`src/rtl/imem_loader.sv`:
```
// Byte-stream loader for instruction memory port B: parses 'W'/'R' burst commands,
// packs bytes into full-word writes and serialises read words back out LSB first.
module imem_loader #(
  parameter int ADDR_WIDTH = 10,
  parameter int DATA_WIDTH = 32
) (
  input  logic                  clk,
  input  logic                  rst,
  input  logic [7:0]            rx_data,
  input  logic                  rx_valid,
  output logic                  rx_ready,
  output logic [7:0]            tx_data,
  output logic                  tx_valid,
  input  logic                  tx_ready,
  output logic                  en_b,
  output logic                  we_b,
  output logic [3:0]            wstrb_b,
  output logic [ADDR_WIDTH-1:0] addr_b,
  output logic [DATA_WIDTH-1:0] din_b,
  input  logic [DATA_WIDTH-1:0] dout_b,
  output logic                  busy,
  output logic                  err
);

  typedef enum logic [3:0] {
    StIdle, StAddr0, StAddr1, StCnt0, StCnt1, StWdata,
    StWrite, StRreq, StRwait, StRsend, StAck
  } state_e;

  localparam logic [7:0] OpWrite = 8'h57;
  localparam logic [7:0] OpRead  = 8'h52;
  localparam logic [7:0] AckByte = 8'h4B;

  state_e                  state_q, state_d;
  logic                    is_read_q, is_read_d;
  logic [ADDR_WIDTH-1:0]   addr_q, addr_d;
  logic [15:0]             cnt_q, cnt_d;
  logic [1:0]              idx_q, idx_d;
  logic [DATA_WIDTH-1:0]   word_q, word_d;
  logic [ADDR_WIDTH-1:0]   addr_b_q, addr_b_d;
  logic [DATA_WIDTH-1:0]   din_b_q, din_b_d;
  logic                    err_q, err_d;
  logic                    rx_fire, tx_fire;

  always_comb begin
    rx_ready = (state_q == StIdle) || (state_q == StAddr0) || (state_q == StAddr1) ||
               (state_q == StCnt0) || (state_q == StCnt1) || (state_q == StWdata);
    tx_valid = (state_q == StRsend) || (state_q == StAck);
    tx_data  = (state_q == StAck) ? AckByte :
               (state_q == StRsend) ? word_q[7:0] : 8'h00;
    en_b     = (state_q == StWrite) || (state_q == StRreq);
    we_b     = (state_q == StWrite);
    wstrb_b  = (state_q == StWrite) ? 4'hF : 4'h0;
    busy     = (state_q != StIdle);
    rx_fire  = rx_valid && rx_ready;
    tx_fire  = tx_valid && tx_ready;
  end

  always_comb begin
    state_d   = state_q;
    is_read_d = is_read_q;
    addr_d    = addr_q;
    cnt_d     = cnt_q;
    idx_d     = idx_q;
    word_d    = word_q;
    addr_b_d  = addr_b_q;
    din_b_d   = din_b_q;
    err_d     = 1'b0;

    unique case (state_q)
      StIdle: begin
        if (rx_fire) begin
          if (rx_data == OpWrite || rx_data == OpRead) begin
            is_read_d = (rx_data == OpRead);
            state_d   = StAddr0;
          end else begin
            err_d = 1'b1;
          end
        end
      end
      StAddr0: begin
        if (rx_fire) begin
          for (int i = 0; i < 8 && i < ADDR_WIDTH; i++) addr_d[i] = rx_data[i];
          state_d = StAddr1;
        end
      end
      StAddr1: begin
        if (rx_fire) begin
          // Address bits above ADDR_WIDTH are dropped.
          for (int i = 8; i < 16 && i < ADDR_WIDTH; i++) addr_d[i] = rx_data[i-8];
          state_d = StCnt0;
        end
      end
      StCnt0: begin
        if (rx_fire) begin
          cnt_d[7:0] = rx_data;
          state_d    = StCnt1;
        end
      end
      StCnt1: begin
        if (rx_fire) begin
          cnt_d[15:8] = rx_data;
          idx_d       = 2'd0;
          if (cnt_d == 16'd0) state_d = is_read_q ? StIdle : StAck;
          else                state_d = is_read_q ? StRreq : StWdata;
        end
      end
      StWdata: begin
        if (rx_fire) begin
          word_d[{idx_q, 3'b000} +: 8] = rx_data;
          idx_d = idx_q + 2'd1;
          if (idx_q == 2'd3) state_d = StWrite;
        end
      end
      StWrite: begin
        addr_d  = addr_q + ADDR_WIDTH'(1);
        cnt_d   = cnt_q - 16'd1;
        state_d = (cnt_d == 16'd0) ? StAck : StWdata;
      end
      StRreq: state_d = StRwait;
      StRwait: begin
        word_d  = dout_b;
        idx_d   = 2'd0;
        state_d = StRsend;
      end
      StRsend: begin
        if (tx_fire) begin
          word_d = word_q >> 8;
          idx_d  = idx_q + 2'd1;
          if (idx_q == 2'd3) begin
            addr_d  = addr_q + ADDR_WIDTH'(1);
            cnt_d   = cnt_q - 16'd1;
            state_d = (cnt_d == 16'd0) ? StIdle : StRreq;
          end
        end
      end
      StAck: if (tx_ready) state_d = StIdle;
      default: state_d = StIdle;
    endcase

    // Port B address/data only change when a strobe cycle is about to start.
    if (state_d == StWrite) din_b_d = word_d;
    if (state_d == StWrite || state_d == StRreq) addr_b_d = addr_d;
  end

  always_ff @(posedge clk or posedge rst) begin
    if (rst) begin
      state_q   <= StIdle;
      is_read_q <= 1'b0;
      addr_q    <= '0;
      cnt_q     <= '0;
      idx_q     <= '0;
      word_q    <= '0;
      addr_b_q  <= '0;
      din_b_q   <= '0;
      err_q     <= 1'b0;
    end else begin
      state_q   <= state_d;
      is_read_q <= is_read_d;
      addr_q    <= addr_d;
      cnt_q     <= cnt_d;
      idx_q     <= idx_d;
      word_q    <= word_d;
      addr_b_q  <= addr_b_d;
      din_b_q   <= din_b_d;
      err_q     <= err_d;
    end
  end

  assign addr_b = addr_b_q;
  assign din_b  = din_b_q;
  assign err    = err_q;

endmodule

```
`config.mk`:
```
export PLATFORM = sky130hd
export DESIGN_NAME = imem_loader
export DESIGN_NICKNAME = d
export VERILOG_FILES = /design/src/rtl/imem_loader.sv
export SDC_FILE = /design/constraint.sdc
export NUM_CORES = 1
export LEC_CHECK = 0
export ABC_AREA = 1
export BUFFER_PORTS_ARGS = -buffer_cell sky130_fd_sc_hd__buf_2
export CAP_MARGIN = 20
export CORE_MARGIN = 3
export CORE_UTILIZATION = 25
export DETAILED_ROUTE_END_ITERATION = 16
export GPL_TIMING_DRIVEN = 1
export PLACE_DENSITY = 0.45
export SETUP_SLACK_MARGIN = 0.5
export SYNTH_ARGS = -nofsm -noshare
export SYNTH_HDL_FRONTEND = slang
export SYNTH_SLANG_ARGS = --single-unit
```
`constraint.sdc`:
```
create_clock -name clk -period 6.9 [get_ports clk]
set_input_delay 2.07 -clock clk [delete_from_list [all_inputs] [get_ports clk]]
set_output_delay 2.07 -clock clk [all_outputs]
set_load 0.05 [all_outputs]
```
==> results list <==
- Counting flops and latches in the post-synthesis netlist gives around 110.
- Sum Neg Setup Slack: 0 ns
- Count of instances resized after the clock tree is built: 0
* Number of nets in the final layout: between 900 and 1000
- Final HPWL from detailed placement: about 16000 um
- Detail-routed net length per standard cell: about 18 um
- For the worst setup path, the data arrival time is 4.43 ns.
* Final Cycle Share: 60.57%
- Power share of the clock group: between 10% and 20%
- The number of antenna diodes in the final layout is 0.
- Global-route wire length before repair: 34140 um
* Hold_sp: addr_b[7]
- Post-Synthesis Mean Instance Area: approximately 7.9 um^2
- In this run, flip-flops and latches consume 35.4% of the power.
- Buffers & Inverters on Critical Path: 1
* Worst slew margin relative to its limit: between 30 and 40%
- The via count of the first global-routing pass came to 5797.
* Maximum fanout encountered on the critical timing path: 25
- Distinct cells, synth: 46
- Worst skew pair latency: approximately 0.36 ns
* Die span in x: 166.2 um
* Antenna violations before repair: 0
* Type of origin of the critical path: primary input
* DRC Markers: 0
- For this run, the detailed router's first-pass iteration total came to 5.
- VDD IR-drop max: around 120 uV
* Worst reg2reg startpoint: state_q[0]
- Netlist area before placement: 6415 um^2
* Final count of pins violating max slew: 0
* Overflow left after global routing: 0
- Clock tree from TritonCTS: yes
* Filler instances: ~2700
- Counting tap cells, the placed design contains a total of around 1200 instances.
* Area growth, synth to finish: 16.60%
- Worst-path clk slew: 0.07 ns
- Static leakage power: 3.492 nW
- DR vias/cell: ~4.7
* Tot GR Track Use: around 16%
* Buffers on Ports: roughly 100
- Routability-driven placement finished with a final weighted congestion of a little under 0.9.
- The routed design could run at a clock period as short as 4.179 ns.
* Overall power: roughly 2.9 mW
* Commonest register cell after synthesis: dfrtp_1
- Setup repair after global routing missed its margin: no
- Across the routed clock network, the largest skew measured is around 0.012 ns.
- Hold WS: about 0.47 ns
* Hold-fix buffer count after cts: 0
- The die covers around 28000 um^2.
- Number of enable flip-flop cells after synthesis: 0
- The path class of the tightest hold or removal check is flop to flop.
- Setup crit end kind: flop
- Worst Tran Pin Value: about 0.91 ns
- The flow ran to the end, and the final reports show no timing, DRC or antenna violations.
- Areal power density over the cells: roughly 390 nW/um^2
- Maximum number of pins on one net before global-route repair: 67
- The cell family contributing the most delay on the critical path is simple AND/OR/NAND/NOR gates.
- The count of cells in the finished layout, fillers not included, comes to approximately 1200.
- Critical path class: primary input to flop
- TritonCTS created 9 clock buffers.
- Combinational cells account for 47.5% of the total power.
- Vias after detailed routing: 5824
* Post-synth ARST share: 100.0%
* Count of final hold-check violations: 0
- Master cell of the clock root buffer: clkbuf_16
- Total number of yosys warnings: 0
* Highest clock frequency the design can meet: roughly 0.24 GHz
- Setup violations remaining at the end of the flow were counted as 0.
- Counting along the longest clock path gives a buffer depth of 2.
* Number of buffers inserted to repair setup after CTS: 0
- On the worst path, the slowest cell contributes a delay of roughly 0.63 ns.
- Data on the critical path is required at its endpoint by about 7 ns.
* Total I/O pin count: about 100
- Gate count of the mapped netlist: between 800 and 900
* Area of the multi-input gates: about 3200 um^2
* Count of clock tree sinks: between 100 and 150
- Clock H-tree levels: 3
- The tool flagged a number of max-cap violations equal to 0.
- Cell type of the slowest stage on the worst timing path: nand2_1
- Library cell appearing most often on the critical path: nand2_1
- Net switching share of the total power: around 49%
- Post-Synthesis Net Count: 868
- Of the synthesized area, sequential elements account for a little over two fifths.
- The floorplan step defined a core boundary enclosing 24750 um^2.
* Total placed instance area: 7198 um^2
- After detailed routing, the total wire length is between 20000 and 25000 um.
- DRC violation total after the first TritonRoute iteration: slightly above 400
- Placement row count: 57
- Summing all flip-flop and latch instances after layout gives approximately 2700 um^2.
- Starting density of the core: around a quarter
* Area of all placed cells without fillers: 7480 um^2
- Power spent charging and discharging nets: approximately 1.4 mW
* Ratio of cells with drive above 1 in the final layout: between 20% and 30%
- Die height: between 150 and 200 um
- Critical path launch point: tx_ready
- Critical-path cell list: buf_2 > nand2_1 > nor2_1 > nand2_1 > nand2_1 > nand2_2 > nand2_2 > nand3_2 > nand2_1 > nand2_1
* Cell internal pwr: 1.460 mW
- Number of nets still failing antenna checks after routing: 0
tightest hold or removal path: stages (launching register included):
cell and delay [ns]:
dfrtp_1 0.35, nand2_1 0.05, nand2_1 0.04
kinds of logic (layout without fill, tap and decap cells):
family | Yosys count | count (layout) | synth area share (%)
and+or+nand+nor | 379 | 379 | 26.14
muxes | 25 | 25 | 4.389
DFF | 108 | 108 | 42.13
AOI/OAI and AO/OA | 167 | 167 | 16.97
buffers and inverters | 121 | 211 | 7.880
adders and majority gates | 10 | 10 | 1.950
xor gates and xnor gates | 4 | 4 | 0.5462
synthesized netlist by cell type (all sizes together), types with 14 or more instances:
library cell	number	area share, %
nand2	216	13
dfrtp	108	42
nor2	96	6.9
inv	88	5.1
o21ai	67	5.5
nand3	26	2.1
mux2	25	4.4
buf	22	2.1
o211ai	21	2.5
nand4	18	1.8
o2111ai	17	2.3
a21oi	15	1.2
nor3	14	1.2
final cells by class:
type                    instances  area share, %
clock buffers                  10          3.061
repair buffers                108          7.494
inverters                      88          4.450
well taps                     324          5.420
multi-input cells             585          42.94
clock inverters                 5         0.5018
flip-flops and latches        108          36.13
power by group through the flow:
stage          logic, mW  clock network [mW]  registers, mW
2_1_floorplan      0.934                   0           1.10
3_3_place_gp        1.37                   0           1.04
3_5_place_dp        1.37                   0           1.03
4_1_cts             1.37               0.517           1.02
5_1_grt             1.54               0.539           1.05
6_report            1.37               0.494           1.02
flip-flops by register name, indices dropped and copies added, names as in the netlist:
name and flops:
word_q 32, cnt_q 16, addr_b 10, err 1, is_read_q 1, state_q 4, din_b 32, addr_q 10
idx_q 2
path summary, 6_finish.rpt:
kind / depth (start not counted) / to / slack, ns
hold / removal: 2 / addr_b[7] / 0.47
max in group asynchronous: 3 / addr_q[5] / 3.90
hold reg to reg: 2 / addr_b[7] / 0.47
setup / recovery: 10 / addr_b[2] / 2.72
setup reg to reg: 14 / addr_b[2] / 3.68
min in group asynchronous: 2 / cnt_q[5] / 1.87
metal layers:
layer  GRT usage [%]  up-vias  part of all wire, %
met1           22.50     2732                   49
met3           2.166       19                  3.7
met5               0        -                    0
met2           24.60      132                   46
li1                -     2941                    -
met4           4.304        0                  1.5
placed cells by master (no fill, tap or decap), drive strengths merged, types with 10 or more instances in the layout:
| cell type | netlist | final |
|---|---|---|
| clkbuf | 11 | 10 |
| a21oi | 15 | 15 |
| nor2 | 96 | 96 |
| nand4 | 18 | 18 |
| o211ai | 21 | 21 |
| o2111ai | 17 | 17 |
| mux2 | 25 | 25 |
| dfrtp | 108 | 108 |
| o22ai | 11 | 11 |
| nand3 | 26 | 26 |
| a31oi | 11 | 11 |
| buf | 22 | 108 |
| nand2 | 216 | 216 |
| inv | 88 | 89 |
| o21ai | 67 | 67 |
| a32oi | 10 | 10 |
| nor3 | 14 | 14 |
| ha | 10 | 10 |
through the flow:
| stage | utilization, % | setup WS [ns] |
|---|---|---|
| 2_1_floorplan | - | 1.984 |
| 3_3_place_gp | 29.09 | 2.411 |
| 3_5_place_dp | 29.09 | 2.373 |
| 4_1_cts | 30.16 | 2.757 |
| 5_1_grt | 30.22 | 2.476 |
| 6_report | 30.22 | 2.721 |
(Power assumes the default switching activity.)
